<file path="config.mk">
export PLATFORM = sky130hd
export DESIGN_NAME = pipe_hazard_ctrl
export DESIGN_NICKNAME = d
export VERILOG_FILES = /design/src/rtl/pipe_ctrl_pkg.sv /design/src/rtl/pipe_hazard_cmp.sv /design/src/rtl/pipe_hazard_ctrl.sv
export SDC_FILE = /design/constraint.sdc
export NUM_CORES = 1
export LEC_CHECK = 0
export CELL_PAD_IN_SITES_DETAIL_PLACEMENT = 1
export CELL_PAD_IN_SITES_GLOBAL_PLACEMENT = 1
export CORE_MARGIN = 2
export CORE_UTILIZATION = 31
export DETAILED_ROUTE_END_ITERATION = 10
export GPL_ROUTABILITY_DRIVEN = 0
export GPL_TIMING_DRIVEN = 0
export HOLD_SLACK_MARGIN = 0.06
export PLACE_DENSITY = 0.79
export SLEW_MARGIN = 20
export SYNTH_ARGS = -nofsm -noshare
export SYNTH_HDL_FRONTEND = slang
export SYNTH_SLANG_ARGS = --single-unit
</file>
<file path="constraint.sdc">
create_clock -name clk -period 1.9 [get_ports clk]
set_input_delay 0.285 -clock clk [delete_from_list [all_inputs] [get_ports clk]]
set_output_delay 0.285 -clock clk [all_outputs]
set_load 0.05 [all_outputs]
</file>
<file path="src/rtl/pipe_ctrl_pkg.sv">
// pipe_ctrl_pkg: shared types and constants for the pipeline hazard controller
package pipe_ctrl_pkg;
   localparam int REG_ADDR_W = 4;
   localparam logic [REG_ADDR_W-1:0] REG_ZERO = 4'h0;
   typedef enum logic [1:0] {RUN = 2'd0, DWAIT = 2'd1, HALT = 2'd2} state_t;
endpackage

</file>
<file path="src/rtl/pipe_hazard_cmp.sv">
// pipe_hazard_cmp: flags a load in EX whose destination is read by the instruction in ID
module pipe_hazard_cmp
   import pipe_ctrl_pkg::*;
(
   input  logic [REG_ADDR_W-1:0] id_p0_addr,
   input  logic [REG_ADDR_W-1:0] id_p1_addr,
   input  logic                  id_p0_used,
   input  logic                  id_p1_used,
   input  logic [REG_ADDR_W-1:0] ex_dst_addr,
   input  logic                  ex_we,
   input  logic                  ex_mem_re,
   output logic                  load_use
);
   assign load_use = ex_mem_re & ex_we & (ex_dst_addr != REG_ZERO) &
                     ((id_p0_used & (id_p0_addr == ex_dst_addr)) |
                      (id_p1_used & (id_p1_addr == ex_dst_addr)));
endmodule

</file>
<file path="src/rtl/pipe_hazard_ctrl.sv">
// pipe_hazard_ctrl: stall/flush sequencer for the IF_ID/ID_EX/EX_MEM/MEM_WB pipeline
module pipe_hazard_ctrl
   import pipe_ctrl_pkg::*;
#(
   parameter int TIMEOUT = 256,
   parameter int CNT_W   = 16
) (
   input  logic                  clk,
   input  logic                  rst_n,
   input  logic [REG_ADDR_W-1:0] id_p0_addr,
   input  logic [REG_ADDR_W-1:0] id_p1_addr,
   input  logic                  id_p0_used,
   input  logic                  id_p1_used,
   input  logic [REG_ADDR_W-1:0] ex_dst_addr,
   input  logic                  ex_we,
   input  logic                  ex_mem_re,
   input  logic                  ex_mispredict,
   input  logic                  mem_req,
   input  logic                  mem_rdy,
   input  logic                  imem_rdy,
   input  logic                  stat_clr,
   output logic                  pc_hold,
   output logic                  pc_redirect,
   output logic                  stall_if_id,
   output logic                  stall_id_ex,
   output logic                  flush_id_ex,
   output logic                  stall_ex_mem,
   output logic                  stall_mem_wb,
   output logic                  mem_err,
   output logic [CNT_W-1:0]      stall_cycles
);
   localparam int TMO_W = (TIMEOUT > 2) ? $clog2(TIMEOUT) : 1;
   state_t           state;
   logic             flush_pend;
   logic [TMO_W-1:0] tmo_cnt;
   logic             load_use;
   logic             dwait;
   logic             tmo_hit;

   pipe_hazard_cmp u_cmp (
      .id_p0_addr (id_p0_addr),
      .id_p1_addr (id_p1_addr),
      .id_p0_used (id_p0_used),
      .id_p1_used (id_p1_used),
      .ex_dst_addr(ex_dst_addr),
      .ex_we      (ex_we),
      .ex_mem_re  (ex_mem_re),
      .load_use   (load_use)
   );

   assign dwait   = mem_req & ~mem_rdy;
   assign tmo_hit = dwait & (tmo_cnt == TMO_W'(TIMEOUT - 1));

   // priority decode: reset, halt/data wait, mispredict, pending flush, ID/IF stalls
   always_comb begin
      pc_hold      = 1'b0;
      pc_redirect  = 1'b0;
      stall_if_id  = 1'b0;
      stall_id_ex  = 1'b0;
      flush_id_ex  = 1'b0;
      stall_ex_mem = 1'b0;
      stall_mem_wb = 1'b0;
      if (!rst_n) begin
         pc_hold = 1'b1;
      end else if (state == HALT || dwait) begin
         pc_hold      = 1'b1;
         stall_if_id  = 1'b1;
         stall_id_ex  = 1'b1;
         stall_ex_mem = 1'b1;
         stall_mem_wb = 1'b1;
      end else if (ex_mispredict) begin
         pc_redirect = 1'b1;
         flush_id_ex = 1'b1;
      end else if (flush_pend) begin
         flush_id_ex = 1'b1;
      end else if (load_use || !imem_rdy) begin
         pc_hold     = 1'b1;
         stall_if_id = 1'b1;
         flush_id_ex = 1'b1;
      end
   end

   // FSM, wait timeout and second flush cycle; HALT is left only through reset
   always_ff @(posedge clk or negedge rst_n) begin
      if (!rst_n) begin
         state      <= RUN;
         flush_pend <= 1'b0;
         tmo_cnt    <= '0;
         mem_err    <= 1'b0;
      end else if (state != HALT) begin
         state      <= tmo_hit ? HALT : dwait ? DWAIT : RUN;
         tmo_cnt    <= dwait ? tmo_cnt + 1'b1 : '0;
         mem_err    <= mem_err | tmo_hit;
         flush_pend <= dwait ? flush_pend : ex_mispredict;
      end
   end

   // saturating count of PC-hold cycles, clear has priority
   always_ff @(posedge clk or negedge rst_n) begin
      if (!rst_n)
         stall_cycles <= '0;
      else if (stat_clr)
         stall_cycles <= '0;
      else if (pc_hold && !(&stall_cycles))
         stall_cycles <= stall_cycles + 1'b1;
   end
endmodule

</file>
==> load_flow_metrics.sql <==
INSERT INTO impl_metrics (metric_group, metric, value, unit) VALUES
('run_status', 'status', 'complete, but fails checks', ''),
('run_status', 'violations_in_the_final_reports', 'negative setup slack', ''),
('global_route', 'global_route.usage.total', '0.193', ''),
('timing', 'rsz0062_at_grt', 'true', ''),
('worst_setup_path', 'arrival', '1.75', 'ns'),
('clocking', 'clk_pin_slew_worst_paths', '0.11', 'ns'),
('finish', 'n_antenna_cell', '0', ''),
('timing', 'worst_pin_slew', '0.524', 'ns'),
('floorplanning', 'fp.dieArea', '0.00576', 'sq mm'),
('hold_path', 'hold_class', 'input port to register', ''),
('global_route', 'number_of_global_route_vias_before_repair', '1787', ''),
('global_route', 'use_met3', '0.0397', ''),
('worst_setup_path', 'path_cells', 'buf_8 > nor4_2 > nor2_2 > nand4_1 > a311oi_4 > buf_4 > o31a_4 > buf_8', ''),
('global_route', 'grt_antenna_before_repair', '0', ''),
('timing', 'fin_skew', '0.0106', 'ns'),
('power_and_ir_drop', 'power.leakage', '1.27', 'nW'),
('finish', 'final_layout_size_suffix_gt1_frac', '0.354', ''),
('synthesis', 'mapped_nets', '202', ''),
('floorplanning', 'num_rows', '26', ''),
('placement', 'hpwlAfterDp', '3.26', 'mm'),
('job', 'max-cap-violations', '0', ''),
('synthesis', 'synth-warning-count', '0', ''),
('clocking', 'cts_inserted_buffers', '3', ''),
('power_and_ir_drop', 'peakVddDrop', '300', 'uV'),
('global_route', 'globalRoute.busiestLayer', 'met2', ''),
('clocking', 'clk_root_buffer_cell', 'sky130_fd_sc_hd__clkbuf_8', ''),
('route', 'detailroute.via_count', '1694', ''),
('worst_setup_path', 'crit_path_start', 'ex_dst_addr[2]', ''),
('worst_setup_path', 'critical_path.max_stage_delay', '0.35', 'ns'),
('clocking', 'tritoncts', 'done', ''),
('global_route', 'gr-usage-met2', '0.347', ''),
('timing', 'layout_setup_ws', '-0.138', 'ns'),
('synthesis', 'synth_cell_types', '35', ''),
('global_route', 'first_pass_grt_wire_length', '8.34', 'mm'),
('placement', 'place_worst_setup_slack', '-1.19', 'ns'),
('route', 'ant_nets', '0', ''),
('finish', 'post-route-util', '0.527', ''),
('worst_setup_path', 'path_buf_inv', '3', ''),
('floorplanning', 'io-pin-count', '47', ''),
('power_and_ir_drop', 'total_power', '1.32', 'mW'),
('floorplanning', 'core', '0.00504', 'sq mm'),
('worst_setup_path', 'path_common_cell', 'sky130_fd_sc_hd__buf_8', ''),
('worst_setup_path', 'endpoint_kind', 'output port', ''),
('timing', 'slew_headroom', '0.650', ''),
('clocking', 'cts.sinks', '28', ''),
('clocking', 'clkLatencyLatePin', '0.29', 'ns'),
('global_route', 'grtUsageMet1', '0.223', ''),
('timing', 'number_of_setup_violations_in_the_final_report', '12', ''),
('placement', 'io_buffers', '46', ''),
('global_route', 'gr-total-overflow', '0', ''),
('floorplanning', 'initial_utilization', '0.318', ''),
('timing', 'fmaxAchievable', '0.491', 'GHz'),
('finish', 'area_growth', '65.8', '%'),
('finish', 'nNetsFinal', '280', ''),
('global_route', 'grt_start_max_net_pins', '33', ''),
('floorplanning', 'die_h', '75.9', 'microns'),
('synthesis', 'sequential_cell_area_fraction_in_the_yosys_report', '0.438', ''),
('worst_setup_path', 'worstPathMaxFanout', '3', ''),
('route', 'drt-initial-drc-count', '141', ''),
('finish', 'layout.cells.most_common_list', '26 x sky130_fd_sc_hd__buf_4, 22 x sky130_fd_sc_hd__nand2_1, 20 x sky130_fd_sc_hd__dfrtp_1', ''),
('timing', 'final.period_utilization', '1.07', ''),
('hold_path', 'hp-start', 'mem_rdy', ''),
('worst_setup_path', 'path_delay_family', 'simple AND/OR/NAND/NOR gates', ''),
('clocking', 'htreeDepth', '1', ''),
('worst_setup_path', 'worst-setup-path-type', 'input port to output port', ''),
('route', 'detail_route.first_pass.iterations', '4', ''),
('worst_setup_path', 'crit_slowest_cell', 'sky130_fd_sc_hd__o31a_4', ''),
('synthesis', 'syn_area_per_cell', '9.05', 'sq um'),
('clocking', 'cts-root-to-sink-buffers', '2', ''),
('timing', 'finalHoldViolCount', '0', ''),
('route', 'routed_via_density', '5.23', '');
[synthesized netlist by cell type]
cell type,n
sky130_fd_sc_hd__dfrtp_1,28
sky130_fd_sc_hd__nand2_1,23
sky130_fd_sc_hd__o21ai_0,14
sky130_fd_sc_hd__nor2_1,12
sky130_fd_sc_hd__nor2b_1,9
sky130_fd_sc_hd__xor2_1,9
sky130_fd_sc_hd__a21oi_1,8
sky130_fd_sc_hd__nand3_1,8
sky130_fd_sc_hd__or4_1,8
sky130_fd_sc_hd__and3_1,5
sky130_fd_sc_hd__o31ai_1,5
sky130_fd_sc_hd__clkbuf_1,4
sky130_fd_sc_hd__nand2b_1,4
sky130_fd_sc_hd__or3_1,4
sky130_fd_sc_hd__xnor2_1,4
sky130_fd_sc_hd__nand4_1,3
sky130_fd_sc_hd__nor3_1,3
sky130_fd_sc_hd__or2_2,3
sky130_fd_sc_hd__and4_1,2
sky130_fd_sc_hd__buf_4,2
sky130_fd_sc_hd__ha_1,2
sky130_fd_sc_hd__inv_1,2
sky130_fd_sc_hd__mux2_2,2
sky130_fd_sc_hd__o211ai_1,2
sky130_fd_sc_hd__a21o_1,1
sky130_fd_sc_hd__a22o_1,1
sky130_fd_sc_hd__a311oi_2,1
sky130_fd_sc_hd__a41oi_1,1
sky130_fd_sc_hd__buf_2,1
sky130_fd_sc_hd__buf_6,1
sky130_fd_sc_hd__mux2i_1,1
sky130_fd_sc_hd__nor3_2,1
sky130_fd_sc_hd__nor4_1,1
sky130_fd_sc_hd__o21ai_2,1
sky130_fd_sc_hd__o31a_1,1
[metrics by stage]
stage               instances  instance area, sq um  hold slack [ns]
floorplan                 177                  1660          -0.0106
global placement          293                  2210            0.445
detailed placement        293                  2200            0.394
CTS                       316                  2480           0.0889
global route              324                  2660            0.374
finish                    324                  2660            0.344
[report_power, final]
group | total [mW] | switching, mW | internal [mW]
logic | 0.205 | 0.111 | 0.0936
registers | 0.616 | 0.0105 | 0.605
clock network | 0.495 | 0.212 | 0.283
total | 1.32 | 0.333 | 0.982
[final cells by class]
| cell class | instances | area [sq um] | area share |
|---|---|---|---|
| inverter | 2 | 7.51 | 0.00283 |
| multi-input combinational | 139 | 1020 | 0.384 |
| clock inverter | 1 | 30.0 | 0.0113 |
| timing repair buffer | 74 | 707 | 0.266 |
| sequential | 28 | 711 | 0.268 |
| buffer | 7 | 52.6 | 0.0198 |
| tap | 70 | 87.6 | 0.0330 |
| clock buffer | 3 | 41.3 | 0.0156 |
[cell families after synthesis]
| family | Yosys count | synth area share |
|---|---|---|
| xor+xnor | 13 | 0.0711 |
| compound gates | 35 | 0.138 |
| fa+ha+maj | 2 | 0.0156 |
| buf+inv | 10 | 0.0336 |
| flops | 28 | 0.437 |
| simple gates | 86 | 0.284 |
| mux | 3 | 0.0203 |
[worst reg2reg max path, stage by stage (launching register included)]
cell,delay (ns)
sky130_fd_sc_hd__dfrtp_2,0.40
sky130_fd_sc_hd__ha_4,0.15
sky130_fd_sc_hd__nand3_2,0.12
sky130_fd_sc_hd__nor2_2,0.19
sky130_fd_sc_hd__nand2_1,0.10
sky130_fd_sc_hd__or2_4,0.27
sky130_fd_sc_hd__o21ai_4,0.09
sky130_fd_sc_hd__buf_6,0.17
sky130_fd_sc_hd__buf_8,0.14
sky130_fd_sc_hd__mux2i_1,0.19
sky130_fd_sc_hd__nor2_1,0.06
[sequential cells by signal (all words and copies together), names as in the netlist]
name	count
state	2
mem_err	1
flush_pend	1
tmo_cnt	8
stall_cycles	16
[path summary, 6_finish.rpt]
| kind | endpoint | slack, ns | cells after the start |
|---|---|---|---|
| min | state[1] | 0.34 | 4 |
| max | stall_if_id | -0.14 | 8 |
| max reg2reg | stall_cycles[1] | -0.10 | 10 |
| max in group asynchronous | stall_cycles[1] | 1.17 | 3 |
| min in group asynchronous | flush_pend | 0.53 | 3 |
| min reg2reg | mem_err | 0.47 | 1 |
[metal layers]
layer / part of all wire / routed length [microns]
met1: 0.39 / 2140
met2: 0.53 / 2950
met3: 0.048 / 268
met4: 0.030 / 168
met5: 0 / 0
[what timing repair did]
item,in CTS,in global routing
cloned,1,1
pin swaps,27,15
endpoints found under the setup margin,23,29
setup buffers,18,7
endpoints found under the hold margin,0,28
hold buffers,0,2
resized for setup,113,26
Note: power is estimated with default switching activity, not from simulation.
